--- config.mk ---
export PLATFORM = sky130hd
export DESIGN_NAME = boot_loader_ctrl
export DESIGN_NICKNAME = d
export VERILOG_FILES = /design/src/rtl/boot_loader_pkg.sv /design/src/rtl/word_assembler.sv /design/src/rtl/boot_loader_ctrl.sv
export SDC_FILE = /design/constraint.sdc
export NUM_CORES = 1
export LEC_CHECK = 0
export ABC_CLOCK_PERIOD_IN_PS = 3000
export BUFFER_PORTS_ARGS = -buffer_cell sky130_fd_sc_hd__buf_4
export CAP_MARGIN = 20
export CORE_MARGIN = 2
export CORE_UTILIZATION = 57
export CTS_CLUSTER_DIAMETER = 150
export CTS_CLUSTER_SIZE = 14
export DETAILED_ROUTE_END_ITERATION = 12
export GPL_ROUTABILITY_DRIVEN = 0
export PLACE_DENSITY = 0.84
export RECOVER_POWER = 25
export REMOVE_ABC_BUFFERS = 1
export SETUP_SLACK_MARGIN = 0.05
export SYNTH_ARGS = -nofsm -noshare
export SYNTH_HDL_FRONTEND = slang
export SYNTH_SLANG_ARGS = --single-unit
--- constraint.sdc ---
create_clock -name i_clk -period 3 [get_ports i_clk]
set_clock_uncertainty 0.2 [all_clocks]
set_input_delay 0.3 -clock i_clk [delete_from_list [all_inputs] [get_ports i_clk]]
set_output_delay 0.3 -clock i_clk [all_outputs]
set_load 0.1 [all_outputs]
--- src/rtl/boot_loader_pkg.sv ---
`default_nettype none
// ============================================================================
// boot_loader_pkg
// Shared state encoding and command/acknowledge byte values for the loader.
// Revision: 1.0
// ============================================================================
package boot_loader_pkg;

    typedef enum logic [2:0] {
        IDLE      = 3'd0,
        LOAD_CNT  = 3'd1,
        LOAD_BYTE = 3'd2,
        WRITE     = 3'd3,
        RUN       = 3'd4,
        STEP      = 3'd5,
        SEND_ACK  = 3'd6,
        WAIT_TX   = 3'd7
    } state_t;

    localparam logic [7:0] CMD_LOAD = 8'h4C;
    localparam logic [7:0] CMD_RUN  = 8'h52;
    localparam logic [7:0] CMD_STEP = 8'h53;

    localparam logic [7:0] ACK_LOAD = 8'h4B;
    localparam logic [7:0] ACK_HALT = 8'h48;
    localparam logic [7:0] ACK_STEP = 8'h54;

endpackage
`default_nettype wire

--- src/rtl/word_assembler.sv ---
`default_nettype none
// ============================================================================
// word_assembler
// Packs four bytes, first byte into the MSBs, into one 32-bit word.
// Revision: 1.0
// ============================================================================
module word_assembler (
    input  logic        i_clk,
    input  logic        i_reset_n,
    input  logic        i_byte_valid,
    input  logic [7:0]  i_byte,
    input  logic        i_clear,
    output logic        o_word_valid,
    output logic [31:0] o_word
);

    logic [1:0]  r_idx;
    logic [31:0] r_word;

    // Shifting left keeps earlier bytes in the upper lanes.
    always_ff @(posedge i_clk or negedge i_reset_n) begin
        if (!i_reset_n) begin
            r_idx  <= 2'd0;
            r_word <= 32'h0000_0000;
        end else if (i_clear) begin
            r_idx  <= 2'd0;
            r_word <= 32'h0000_0000;
        end else if (i_byte_valid) begin
            r_idx  <= r_idx + 2'd1;
            r_word <= {r_word[23:0], i_byte};
        end
    end

    assign o_word_valid = i_byte_valid && (r_idx == 2'd3);
    assign o_word       = r_word;

endmodule
`default_nettype wire

--- src/rtl/boot_loader_ctrl.sv ---
`default_nettype none
// ============================================================================
// boot_loader_ctrl
// UART command decoder: loads instruction memory, runs/steps the core, acks.
// Revision: 1.0
// ============================================================================
module boot_loader_ctrl
    import boot_loader_pkg::*;
#(
    parameter int IMEM_ADDR_W = 8,
    parameter int CNT_W       = 8
) (
    input  logic                   i_clk,
    input  logic                   i_reset_n,
    input  logic [7:0]             i_rx_data,
    input  logic                   i_rx_done,
    input  logic                   i_tx_done,
    input  logic                   i_halt,
    output logic [7:0]             o_tx_data,
    output logic                   o_tx_start,
    output logic                   o_imem_we,
    output logic [IMEM_ADDR_W-1:0] o_imem_addr,
    output logic [31:0]            o_imem_data,
    output logic                   o_run,
    output logic                   o_step,
    output logic                   o_busy
);

    state_t                 r_state;
    state_t                 w_state_next;
    logic [IMEM_ADDR_W-1:0] r_addr;
    logic [CNT_W-1:0]       r_cnt;
    logic [7:0]             r_ack;
    logic [7:0]             w_ack_next;
    logic                   w_byte_valid;
    logic                   w_clear;
    logic                   w_word_valid;
    logic [31:0]            w_word;

    assign w_byte_valid = i_rx_done && (r_state == LOAD_BYTE);
    assign w_clear      = i_rx_done && (r_state == LOAD_CNT);

    word_assembler u_word_assembler (
        .i_clk        (i_clk),
        .i_reset_n    (i_reset_n),
        .i_byte_valid (w_byte_valid),
        .i_byte       (i_rx_data),
        .i_clear      (w_clear),
        .o_word_valid (w_word_valid),
        .o_word       (w_word)
    );

    always_comb begin
        w_state_next = r_state;
        w_ack_next   = r_ack;
        case (r_state)
            IDLE: begin
                if (i_rx_done) begin
                    case (i_rx_data)
                        CMD_LOAD: w_state_next = LOAD_CNT;
                        CMD_RUN:  w_state_next = RUN;
                        CMD_STEP: w_state_next = STEP;
                        default:  w_state_next = IDLE;
                    endcase
                end
            end
            LOAD_CNT: begin
                if (i_rx_done) begin
                    if (i_rx_data == 8'h00) begin
                        w_state_next = SEND_ACK;
                        w_ack_next   = ACK_LOAD;
                    end else begin
                        w_state_next = LOAD_BYTE;
                    end
                end
            end
            LOAD_BYTE: begin
                if (w_word_valid) w_state_next = WRITE;
            end
            WRITE: begin
                if (r_cnt == CNT_W'(1)) begin
                    w_state_next = SEND_ACK;
                    w_ack_next   = ACK_LOAD;
                end else begin
                    w_state_next = LOAD_BYTE;
                end
            end
            RUN: begin
                if (i_halt) begin
                    w_state_next = SEND_ACK;
                    w_ack_next   = ACK_HALT;
                end
            end
            STEP: begin
                w_state_next = SEND_ACK;
                w_ack_next   = ACK_STEP;
            end
            SEND_ACK: w_state_next = WAIT_TX;
            WAIT_TX: begin
                if (i_tx_done) w_state_next = IDLE;
            end
            default: w_state_next = IDLE;
        endcase
    end

    always_ff @(posedge i_clk or negedge i_reset_n) begin
        if (!i_reset_n) begin
            r_state <= IDLE;
            r_addr  <= '0;
            r_cnt   <= '0;
            r_ack   <= 8'h00;
        end else begin
            r_state <= w_state_next;
            r_ack   <= w_ack_next;
            if (w_clear && (i_rx_data != 8'h00)) begin
                r_cnt  <= CNT_W'(i_rx_data);
                r_addr <= '0;
            end else if (r_state == WRITE) begin
                r_cnt  <= r_cnt - CNT_W'(1);
                r_addr <= r_addr + IMEM_ADDR_W'(1);
            end
        end
    end

    // Halt gates o_run combinationally so the core never runs in the halt cycle.
    assign o_run       = (r_state == RUN) && !i_halt;
    assign o_step      = (r_state == STEP);
    assign o_imem_we   = (r_state == WRITE);
    assign o_imem_addr = r_addr;
    assign o_imem_data = w_word;
    assign o_tx_start  = (r_state == SEND_ACK);
    assign o_tx_data   = ((r_state == SEND_ACK) || (r_state == WAIT_TX)) ? r_ack : 8'h00;
    assign o_busy      = (r_state != IDLE);

endmodule
`default_nettype wire

==> flow_summary_export.csv <==
group,metric,value,unit
cts,clk_latency,0.33,ns
cts,h-tree-depth,3,
detailed_routing,avgViaCountPerCell,5.90,
global_routing,grt_max_degree,58,
cells_and_area,final_layout_size_suffix_gt1_share,26.5,%
flow_run,drv_cap,0,
die,die_area,0.00541,mm²
place,placedInstanceArea,0.00322,mm²
cts,cts_root_buffer,"clkbuf_8",
detailed_routing,postRouteAntennaNets,0,
die,die_h,73.6,µm
cells_and_area,fin_area,0.00346,mm²
cells_and_area,final_common_cell,"buf_4",
worst_setup_path,critPathLaunchType,"register",
yosys,yosysWarnings,0,
cells_and_area,syn2layout_area_growth,25.5,%
worst_setup_path,reg2reg_to,"r_cnt[1]",
sta,slew_viol_final,0,
detailed_routing,wl_met3,432,µm
global_routing,antenna_found_initial,0,
die,ios,66,
worst_setup_path,reg2reg_setup_slack,0.73,ns
worst_setup_path,arrival,2.07,ns
yosys,netlist.area_leader.share,51.7,%
cts,clockBufferDepth,2,
place,hpwlAfterDp,4.19,mm
die,row_count,25,
yosys,muxShareOfSynthArea,0.771,%
yosys,synth_cell_type_count,55,
cts,cts_resized,0,
yosys,synth_compound_area_share,18.7,%
global_routing,first_global_vias,2224,
yosys,syn_inst,275,
sta,rsz0062_at_grt,"no",
cells_and_area,nFillCells,363,
detailed_routing,wl_met2,3.01,mm
yosys,synth_simple_gate_area_share,19.5,%
cts,tritoncts,"yes",
yosys,ys.flop_type,"dfrtp_1",
global_routing,grt_usage,25.6,%
yosys,async_reset_ff_share,100,%
yosys,syn_area_per_cell,10.0,µm²
place,dp_slack,0.754,ns
yosys,synth_xor_area_share,1.90,%
cells_and_area,antenna_cells,0,
yosys,ys_ff_latch,57,
cells_and_area,finalNetCount,352,
sta,tightest_slew,1.43,ns
sta,fin_crit_sh,85.7,%
global_routing,grt_pass1_wl,10.6,mm
worst_setup_path,rr_startpoint,"r_state[0]",
worst_setup_path,reg2regPathDepth,4,
global_routing,overflow,0,
die,fp.coreArea,0.00469,mm²
worst_setup_path,crit_path_end,"o_imem_we",
yosys,synth_edf_count,0,
detailed_routing,top_layer_used,"met4",
worst_setup_path,crit_start,"r_state[2]",
sta,tns,0,ns
die,start_util,58.8,%
detailed_routing,drt-pass1-iter-count,4,
sta,fin_ws,0.429,ns
cells_and_area,final_cell_mix,"67 x buf_4, 57 x dfrtp_1, 42 x nand2_1",
worst_setup_path,critPathRequiredTime,2.50,ns
place,placement.io_buffers,63,
detailed_routing,vias,2323,
yosys,yosysSeqAreaShare,51.7,%
sta,fmax,389,MHz
run_status,status,"finished, final reports clean",
worst_setup_path,setup.worst_path.class,"reg -> out",
yosys,synth_top_area_cell,"dfrtp_1",
sta,setup_violations,0,
yosys,synth_top_family_by_area,"simple AND/OR/NAND/NOR gates",
detailed_routing,drc,0,
yosys,synth_area,0.00276,mm²
detailed_routing,avgRoutedWirePerCell,16.0,µm
cts,clock_sinks,57,
yosys,synthAdderAreaFrac,1.81,%
worst_setup_path,cp_max_fo,13,
sta,min_period,2.57,ns
detailed_routing,wl_met1,2.76,mm
sta,relSlewSlack,4.85,%
detailed_routing,wl,6.32,mm
die,dieWidth,73.6,µm
cts,cts.clk_slew.worst_paths,0.06,ns
sta,hold_viol,0,
worst_setup_path,end_kind,"output port",
cts,cts_buffers,9,
min_path,holdCritPathClass,"in -> reg",
detailed_routing,dr.first_iter.drc_count,248,
yosys,synthTopCellsByArea,"dfrtp_1 52%, a22o_1 5.7%, nand2_1 5.7%",
-- cells in the mapped netlist (all sizes together) (2+ instances only) --
| library cell | instances |
|---|---|
| a21oi | 22 |
| a221o | 5 |
| a22o | 18 |
| and2 | 2 |
| and3 | 5 |
| buf | 18 |
| clkbuf | 3 |
| dfrtp | 57 |
| ha | 4 |
| inv | 8 |
| nand2 | 42 |
| nand3 | 6 |
| nand4 | 2 |
| nor2 | 15 |
| nor2b | 3 |
| nor3 | 8 |
| nor3b | 2 |
| nor4 | 5 |
| o21ai | 9 |
| o21bai | 2 |
| o22a | 4 |
| or3 | 4 |
| or3b | 2 |
| xnor2 | 4 |
| xor2 | 2 |
-- stage by stage --
step                      hold WS [ns]  cells  utilization [%]
final                           0.0346    394             73.8
after global placement           0.195    377             68.6
after floorplan                 -0.196    255                -
after detailed placement         0.201    377             68.6
after global routing            0.0299    394             73.8
after CTS                       0.0223    394             73.9
-- worst max-delay path, stage by stage (launching register included) --
cell      delay, ns
dfrtp_1        0.48
buf_4          0.22
nand3b_1       0.15
buf_4          0.21
inv_1          0.31
buf_4          0.37
-- worst min-delay path by stage --
stage            startpoint                          end  slack, ns  depth (start not counted)
4_1_cts        i_rx_data[6]   u_word_assembler.o_word[6]       0.02                          2
5_1_grt        i_rx_data[5]   u_word_assembler.o_word[5]       0.03                          2
3_5_place_dp      i_reset_n  u_word_assembler.o_word[21]       0.20                          1
3_3_place_gp      i_reset_n  u_word_assembler.o_word[29]       0.20                          1
6_report       i_rx_data[7]   u_word_assembler.o_word[7]       0.03                          2
2_1_floorplan     i_reset_n               o_imem_addr[0]      -0.20                          0
-- cell families after synthesis --
family                     after synthesis
xor gates and xnor gates                 6
AOI/OAI and AO/OA                       72
other                                    1
buffers and inverters                   29
DFF                                     57
adders and majority gates                4
muxes                                    2
and+or+nand+nor                        104
-- layout make-up --
cell class,instances,area [µm²],area share [%]
timing repair buffer,69,518,15.0
tap,54,67.6,1.95
clock buffer,11,131,3.79
sequential,57,1430,41.2
inverter,8,30.0,0.867
clock inverter,5,104,3.00
multi-input combinational,190,1190,34.2
-- repair_timing --
| item | 4_1_cts | 5_1_grt |
|---|---|---|
| endpoints found under the hold margin | 57 | 0 |
| hold buffers | 1 | 0 |
| buffers inserted | 0 | 0 |
-- routing by layer --
layer / up-vias / GRT usage, %
met5: - / 0
met4: 0 / 12.5
met3: 10 / 4.80
met2: 94 / 38.4
met1: 1115 / 35.8
li1: 1104 / -
-- state kept, by name, summed over array words and instances (netlist names) --
register / count
u_word_assembler.o_word: 32
r_ack: 4
u_word_assembler.r_idx: 2
r_cnt: 8
r_state: 3
o_imem_addr: 8
Power is not shown: default switching activity piles up to over one toggle a cycle in this logic, so the estimate is an artifact.
